<file path="config.mk">
export PLATFORM = sky130hd
export DESIGN_NAME = psum_mac_engine
export DESIGN_NICKNAME = d
export VERILOG_FILES = /design/src/rtl/psum_mac_engine.sv
export SDC_FILE = /design/constraint.sdc
export NUM_CORES = 2
export LEC_CHECK = 0
export CAP_MARGIN = 30
export CORE_MARGIN = 5
export CORE_UTILIZATION = 45
export CTS_CLUSTER_SIZE = 40
export DETAILED_ROUTE_END_ITERATION = 16
export GPL_TIMING_DRIVEN = 0
export PLACE_DENSITY = 0.61
export SYNTH_ARGS = -nofsm -noshare
export SYNTH_HDL_FRONTEND = slang
export SYNTH_SLANG_ARGS = --single-unit
export TNS_END_PERCENT = 100
</file>
<file path="constraint.sdc">
create_clock -name clk -period 13.55 [get_ports clk]
set_input_delay 2.0325 -clock clk [delete_from_list [all_inputs] [get_ports clk]]
set_output_delay 2.0325 -clock clk [all_outputs]
set_load 0.005 [all_outputs]
</file>
<file path="src/rtl/psum_mac_engine.sv">
// Multi-lane MAC with a two-stage product/accumulate pipeline, neuron packing,
// optional partial-sum read-modify-write, saturation, ReLU and a start/done handshake.
module psum_mac_engine #(
  parameter int LANES  = 4,
  parameter int DW     = 16,
  parameter int ACC_W  = 40,
  parameter int LEN_W  = 8,
  parameter int PACK   = 4,
  parameter int ADDR_W = 16,
  parameter int FRAC   = 8
) (
  input  logic                 clk,
  input  logic                 rst,
  input  logic                 start,
  input  logic [LEN_W-1:0]     cfg_len,
  input  logic [ADDR_W-1:0]    cfg_groups,
  input  logic [ADDR_W-1:0]    cfg_base,
  input  logic                 cfg_first,
  input  logic                 cfg_relu,
  input  logic                 in_valid,
  input  logic [LANES*DW-1:0]  ifm,
  input  logic [LANES*DW-1:0]  wgt,
  output logic                 in_ready,
  output logic                 psum_rd_en,
  output logic [ADDR_W-1:0]    psum_rd_addr,
  input  logic [PACK*DW-1:0]   psum_in,
  output logic                 out_valid,
  output logic [ADDR_W-1:0]    out_addr,
  output logic [PACK*DW-1:0]   out_data,
  output logic                 busy,
  output logic                 done
);

  localparam int PD = 2 * DW;
  localparam int PW = (PACK > 1) ? $clog2(PACK) : 1;
  localparam logic [LEN_W-1:0]  ONE_L   = {{(LEN_W-1){1'b0}}, 1'b1};
  localparam logic [ADDR_W-1:0] ONE_A   = {{(ADDR_W-1){1'b0}}, 1'b1};
  localparam logic [PW-1:0]     LAST_IX = PW'(PACK - 1);
  localparam logic [DW-1:0]     SAT_MAX = {1'b0, {(DW-1){1'b1}}};
  localparam logic [DW-1:0]     SAT_MIN = {1'b1, {(DW-1){1'b0}}};

  typedef enum logic [2:0] {S_IDLE, S_ACC, S_DRAIN, S_RD, S_WAIT, S_WR} state_t;

  state_t state_r, state_s;

  logic [LEN_W-1:0]  len_r;
  logic [ADDR_W-1:0] groups_r, group_cnt_r, addr_r;
  logic              first_r, relu_r;
  logic [LEN_W-1:0]  beat_cnt_r;
  logic [PW-1:0]     neuron_cnt_r;

  logic              s1_valid_r, s1_first_r, s1_last_r;
  logic signed [PD-1:0] prod_r [LANES];

  logic signed [ACC_W-1:0] acc_r, sum_s, acc_next_s, shifted_s;
  logic [DW-1:0]     q_s;
  logic [DW-1:0]     pack_r [PACK];
  logic [PW-1:0]     pack_idx_r;
  logic              pack_full_r;

  logic              accept_s, beat_first_s, beat_last_s, group_end_s, last_group_s;
  logic [PACK*DW-1:0] wr_word_s;

  function automatic logic [DW-1:0] sat_acc(input logic signed [ACC_W-1:0] v);
    logic [ACC_W-DW:0] top;
    top = v[ACC_W-1:DW-1];
    if ((&top) || !(|top)) begin
      return v[DW-1:0];
    end else if (v[ACC_W-1]) begin
      return SAT_MIN;
    end else begin
      return SAT_MAX;
    end
  endfunction

  function automatic logic [DW-1:0] sat_add(input logic [DW-1:0] a, input logic [DW-1:0] b);
    logic [DW:0] s;
    s = {a[DW-1], a} + {b[DW-1], b};
    if (s[DW] != s[DW-1]) begin
      return s[DW] ? SAT_MIN : SAT_MAX;
    end else begin
      return s[DW-1:0];
    end
  endfunction

  function automatic logic [DW-1:0] relu_fn(input logic en, input logic [DW-1:0] v);
    return (en && v[DW-1]) ? {DW{1'b0}} : v;
  endfunction

  assign accept_s     = in_valid && in_ready;
  assign beat_first_s = (beat_cnt_r == {LEN_W{1'b0}});
  assign beat_last_s  = (beat_cnt_r == len_r - ONE_L);
  assign group_end_s  = accept_s && beat_last_s && (neuron_cnt_r == LAST_IX);
  assign last_group_s = (group_cnt_r == groups_r - ONE_A);

  // Adder tree over lane products and the fixed-point scaling of the running sum.
  always_comb begin
    sum_s = '0;
    for (int l = 0; l < LANES; l++) begin
      sum_s = sum_s + {{(ACC_W-PD){prod_r[l][PD-1]}}, prod_r[l]};
    end
    acc_next_s = (s1_first_r ? {ACC_W{1'b0}} : acc_r) + sum_s;
    shifted_s  = acc_next_s >>> FRAC;
    q_s        = sat_acc(shifted_s);
  end

  // Next-state logic for the group sequencer.
  always_comb begin
    state_s = state_r;
    case (state_r)
      S_IDLE:  state_s = (start && (cfg_groups != {ADDR_W{1'b0}})) ? S_ACC : S_IDLE;
      S_ACC:   state_s = group_end_s ? S_DRAIN : S_ACC;
      S_DRAIN: begin
        if (pack_full_r) begin
          state_s = first_r ? S_WR : S_RD;
        end else begin
          state_s = S_DRAIN;
        end
      end
      S_RD:    state_s = S_WAIT;
      S_WAIT:  state_s = S_WR;
      S_WR:    state_s = last_group_s ? S_IDLE : S_ACC;
      default: state_s = S_IDLE;
    endcase
  end

  // Output word: packed slots, merged with the stored psum when coming from WAIT.
  always_comb begin
    wr_word_s = '0;
    for (int s = 0; s < PACK; s++) begin
      wr_word_s[(PACK-1-s)*DW +: DW] = relu_fn(relu_r, (state_r == S_WAIT) ?
          sat_add(pack_r[s], psum_in[(PACK-1-s)*DW +: DW]) : pack_r[s]);
    end
  end

  // Stage 1: register lane products with first/last-of-neuron tags.
  always_ff @(posedge clk) begin
    if (rst) begin
      s1_valid_r <= 1'b0;
      s1_first_r <= 1'b0;
      s1_last_r  <= 1'b0;
      for (int l = 0; l < LANES; l++) begin
        prod_r[l] <= '0;
      end
    end else begin
      s1_valid_r <= accept_s;
      s1_first_r <= beat_first_s;
      s1_last_r  <= beat_last_s;
      if (accept_s) begin
        for (int l = 0; l < LANES; l++) begin
          prod_r[l] <= $signed(ifm[(LANES-1-l)*DW +: DW]) * $signed(wgt[(LANES-1-l)*DW +: DW]);
        end
      end
    end
  end

  // Stage 2: accumulate, and on the last beat of a neuron drop the result into its slot.
  always_ff @(posedge clk) begin
    if (rst) begin
      acc_r       <= '0;
      pack_idx_r  <= '0;
      pack_full_r <= 1'b0;
      for (int s = 0; s < PACK; s++) begin
        pack_r[s] <= '0;
      end
    end else begin
      if (s1_valid_r) begin
        acc_r <= acc_next_s;
        if (s1_last_r) begin
          pack_r[pack_idx_r] <= q_s;
          pack_idx_r <= (pack_idx_r == LAST_IX) ? {PW{1'b0}} : pack_idx_r + {{(PW-1){1'b0}}, 1'b1};
        end
      end
      // DRAIN consumes the flag in the same cycle it leaves for RD/WR.
      if (s1_valid_r && s1_last_r && (pack_idx_r == LAST_IX)) begin
        pack_full_r <= 1'b1;
      end else if ((state_r == S_DRAIN) && pack_full_r) begin
        pack_full_r <= 1'b0;
      end
    end
  end

  // Sequencer state, configuration, counters and registered outputs.
  always_ff @(posedge clk) begin
    if (rst) begin
      state_r      <= S_IDLE;
      len_r        <= ONE_L;
      groups_r     <= '0;
      group_cnt_r  <= '0;
      addr_r       <= '0;
      first_r      <= 1'b0;
      relu_r       <= 1'b0;
      beat_cnt_r   <= '0;
      neuron_cnt_r <= '0;
      in_ready     <= 1'b0;
      busy         <= 1'b0;
      done         <= 1'b0;
      psum_rd_en   <= 1'b0;
      psum_rd_addr <= '0;
      out_valid    <= 1'b0;
      out_addr     <= '0;
      out_data     <= '0;
    end else begin
      state_r    <= state_s;
      in_ready   <= (state_s == S_ACC);
      busy       <= (state_s != S_IDLE);
      psum_rd_en <= (state_s == S_RD);
      out_valid  <= (state_s == S_WR);
      done       <= ((state_r == S_WR) && (state_s == S_IDLE)) ||
                    ((state_r == S_IDLE) && start && (cfg_groups == {ADDR_W{1'b0}}));
      if (state_s == S_RD) begin
        psum_rd_addr <= addr_r;
      end
      if (state_s == S_WR) begin
        out_addr <= addr_r;
        out_data <= wr_word_s;
      end
      case (state_r)
        S_IDLE: begin
          if (start) begin
            len_r        <= (cfg_len == {LEN_W{1'b0}}) ? ONE_L : cfg_len;
            groups_r     <= cfg_groups;
            addr_r       <= cfg_base;
            first_r      <= cfg_first;
            relu_r       <= cfg_relu;
            group_cnt_r  <= '0;
            beat_cnt_r   <= '0;
            neuron_cnt_r <= '0;
          end
        end
        S_ACC: begin
          if (accept_s) begin
            if (beat_last_s) begin
              beat_cnt_r   <= '0;
              neuron_cnt_r <= (neuron_cnt_r == LAST_IX) ? {PW{1'b0}} :
                              neuron_cnt_r + {{(PW-1){1'b0}}, 1'b1};
            end else begin
              beat_cnt_r <= beat_cnt_r + ONE_L;
            end
          end
        end
        S_WR: begin
          addr_r      <= addr_r + ONE_A;
          group_cnt_r <= group_cnt_r + ONE_A;
        end
        default: begin
        end
      endcase
    end
  end

endmodule

</file>
==> results.toml <==
[min_path]
hold_class = "reg -> reg"

[floorplan]
die_h_um = 386
die_area_mm2 = 0.149
die_x_um = 386
core_area_mm2 = 0.140
io_pins = 339
rows = 137
start_util_pct = 45.4

[setup_path]
end_kind = "flip-flop"
crit_fanout = 10
crit_end = "prod_r[0][29]"
critical_path_required_ns = 13.88
reg2reg_depth = 31
crit_start = "ifm[61]"
worstReg2RegStart = "prod_r[3][0]"
worst-endpoint-arrival_ns = 9.84
rrSetupSlack_ns = 5.19
critical_path_class = "in -> reg"
worstReg2RegEnd = "pack_r[1][8]"
critPathLaunchType = "input pin"

[cts]
postCtsHoldBufs = 0
cts_root_buf = "clkbuf_16"
clockBufferDepth = 3
cts_setup_buffers = 0
ctsResizeCount = 0
htree_levels = 2
clk_latency_ns = 0.61
cts_tree = "yes"
cts_sinks = 410
cts_buffers = 47
path_clk_slew_ns = 0.06

[grt]
antenna_found_initial = 1
grt_use_total_pct = 24.2
grtUsageMet3_pct = 2.87
grt-busiest-layer = "met2"
use_met2_pct = 42.6
grt_overflow = 0
grt_use_met1_pct = 31.6
grt_pass1_wl_um = 283000
grt_max_degree = 72
grt_pass1_vias = 50959

[timing]
drv_slew = 0
hold_viol_final = 0
fin_skew_ns = 0.0270
rsz0062_at_grt = "false"
min_period_over_period_pct = 70.2
slew_headroom_pct = 27.7
finalSetupTns_ns = 0
worst_pin_slew_ns = 1.08
fmax_mhz = 105
fin_crit_ns = 9.51
setup_viol = 0

[synth]
ys.warnings.count = 0
ys_seq_elements = 410
synth_edf_count = 192
syn_nets = 8802
synth_cells = 6974
synth_seq_area_share_pct = 16.0
post_synth.cell_area_avg_um2 = 9.10
async_flop_share_pct = 0
synth_area_mm2 = 0.0635
synthFlopType = "dfxtp_1"
synth.distinct_cells = 98

[detailed_routing]
final_antenna_net_count = 0
drtIter0Drc = 2786
routed_via_density = 5.24
vias = 48637
routedWlPerCell_um = 19.2
drtPass1Iterations = 7
drc = 0
routed_wl_um = 179000

[cells_and_area]
area_growth_pct = 11.7
multi_input_comb_area_mm2 = 0.0473
drive_above_1_share_pct = 2.27
final_cell_area_mm2 = 0.0709
nets = 9201
fillCellCount = 13386
seq_area_mm2 = 0.0101

[placement]
hpwl_um = 151000
io_buffers = 338
gp_congestion = 0.924
placed_area_mm2 = 0.0694

[outcome]
run_status = "complete, no violations"

[flow_run]
cap_violations = 0
==> flip-flops by register name (all words and copies together) (netlist names), 2 cells and up <==
name          cells
out_addr         16
group_cnt_r      16
addr_r           16
psum_rd_addr     16
neuron_cnt_r      2
len_r             8
beat_cnt_r        8
state_r           3
acc_r            40
pack_r           64
pack_idx_r        2
groups_r         16
prod_r          128
out_data         64
==> how the worst min path moves through the flow <==
stage | cells after the start | slack, ns | endpoint | startpoint
global placement | 2 | 0.44 | out_data[36] | out_data[36]
global route | 2 | 0.47 | out_addr[15] | out_addr[15]
floorplan | 2 | 0.44 | first_r | first_r
CTS | 2 | 0.46 | out_addr[7] | out_addr[7]
finish | 2 | 0.45 | out_data[35] | out_data[35]
detailed placement | 2 | 0.44 | out_data[35] | out_data[35]
==> layout make-up <==
class                           instances  share of cell area, %
Antenna cell                            3                 0.0106
Buffer                                238                   1.35
Clock buffer                           59                   1.78
Clock inverter                         28                  0.415
Inverter                             1353                   7.16
Multi-Input combinational cell       4973                   66.7
Sequential cell                       410                   14.3
Tap cell                             1876                   3.31
Timing Repair Buffer                  350                   4.97
==> through the flow <==
stage / hold slack [ns] / setup WS, ns / std cells / utilization, %
after floorplan: 0.437 / 5.40 / 6974 / -
final: 0.451 / 4.04 / 9290 / 50.7
after detailed placement: 0.444 / 3.46 / 9200 / 49.6
after CTS: 0.455 / 4.06 / 9287 / 50.7
after global routing: 0.473 / 3.56 / 9287 / 50.7
after global placement: 0.438 / 3.44 / 9188 / 49.5
==> cells in the mapped netlist, types with 34 or more instances <==
cell type / number / area (µm²)
inv_1: 1352 / 5070
fa_1: 1118 / 22400
nand2_1: 831 / 3120
ha_1: 472 / 5910
and2_1: 417 / 2610
nor2_1: 368 / 1380
a21oi_1: 325 / 1630
clkbuf_1: 218 / 818
dfxtp_1: 218 / 4360
edfxtp_1: 192 / 5770
o21ai_0: 186 / 931
xnor2_1: 168 / 1470
nand2b_1: 110 / 688
xor2_1: 104 / 911
a21o_1: 91 / 683
nor2b_1: 74 / 463
nor3_1: 64 / 320
nand3_1: 54 / 270
o21ai_1: 42 / 210
o21a_1: 41 / 308
a31oi_1: 38 / 238
a211oi_1: 35 / 263
mux2i_1: 34 / 340
==> cell families (layout without fill, tap and decap cells) <==
| kind of cell | Yosys count | in the layout | share of synthesized area (%) |
|---|---|---|---|
| AND/OR/NAND/NOR | 2086 | 2086 | 15.8 |
| adder cells (fa/ha/maj) | 1591 | 1591 | 44.6 |
| flip-flops | 410 | 410 | 16.0 |
| buffers and inverters | 1591 | 2028 | 9.52 |
| multiplexers | 38 | 38 | 0.625 |
| AO/OA/AOI/OAI | 986 | 986 | 9.80 |
| XOR/XNOR | 272 | 272 | 3.75 |
| other | 0 | 3 | 0 |
==> worst max-delay path, stage by stage <==
cell and delay, ns:
clkdlybuf4s50_1 0.71, clkbuf_1 0.57, nand2_1 0.17, fa_1 0.58
inv_1 0.06, fa_1 0.54, inv_1 0.06, fa_1 0.50
inv_1 0.06, fa_1 0.52, inv_1 0.05, fa_1 0.47
inv_1 0.05, fa_1 0.49, ha_1 0.37, nand2_1 0.08
nor2_1 0.04, a211o_1 0.26, a21oi_1 0.34, o21ai_0 0.28
a41oi_1 0.39, a21oi_1 0.15, a41o_1 0.27, o21ai_0 0.26
a21boi_0 0.16, xnor2_1 0.28, nor2_1 0.08
==> layout by cell type, fill, tap and decap left out, drive strengths merged, types with 17 or more instances in the layout <==
master / count
a211oi: 37
a21boi: 17
a21o: 91
a21oi: 330
a31oi: 39
and2: 424
and3: 33
buf: 28
clkbuf: 280
clkdlybuf4s50: 338
dfxtp: 218
edfxtp: 192
fa: 1118
ha: 472
inv: 1359
mux2i: 34
nand2: 831
nand2b: 110
nand3: 54
nand4: 25
nor2: 368
nor2b: 74
nor3: 64
nor4: 25
o21a: 41
o21ai: 237
o21bai: 31
o31ai: 26
or2: 18
or3: 24
xnor2: 168
xor2: 104
==> layer usage <==
metal | share of wire (%) | vias up
met5 | 0.0073 | -
met4 | 3.1 | 2
met3 | 5.3 | 285
met2 | 49 | 1304
met1 | 42 | 24347
li1 | - | 22699
Power is left out: the tool's default activity adds up to more than one toggle a clock period on the data nets, which glitch-free logic cannot reach.
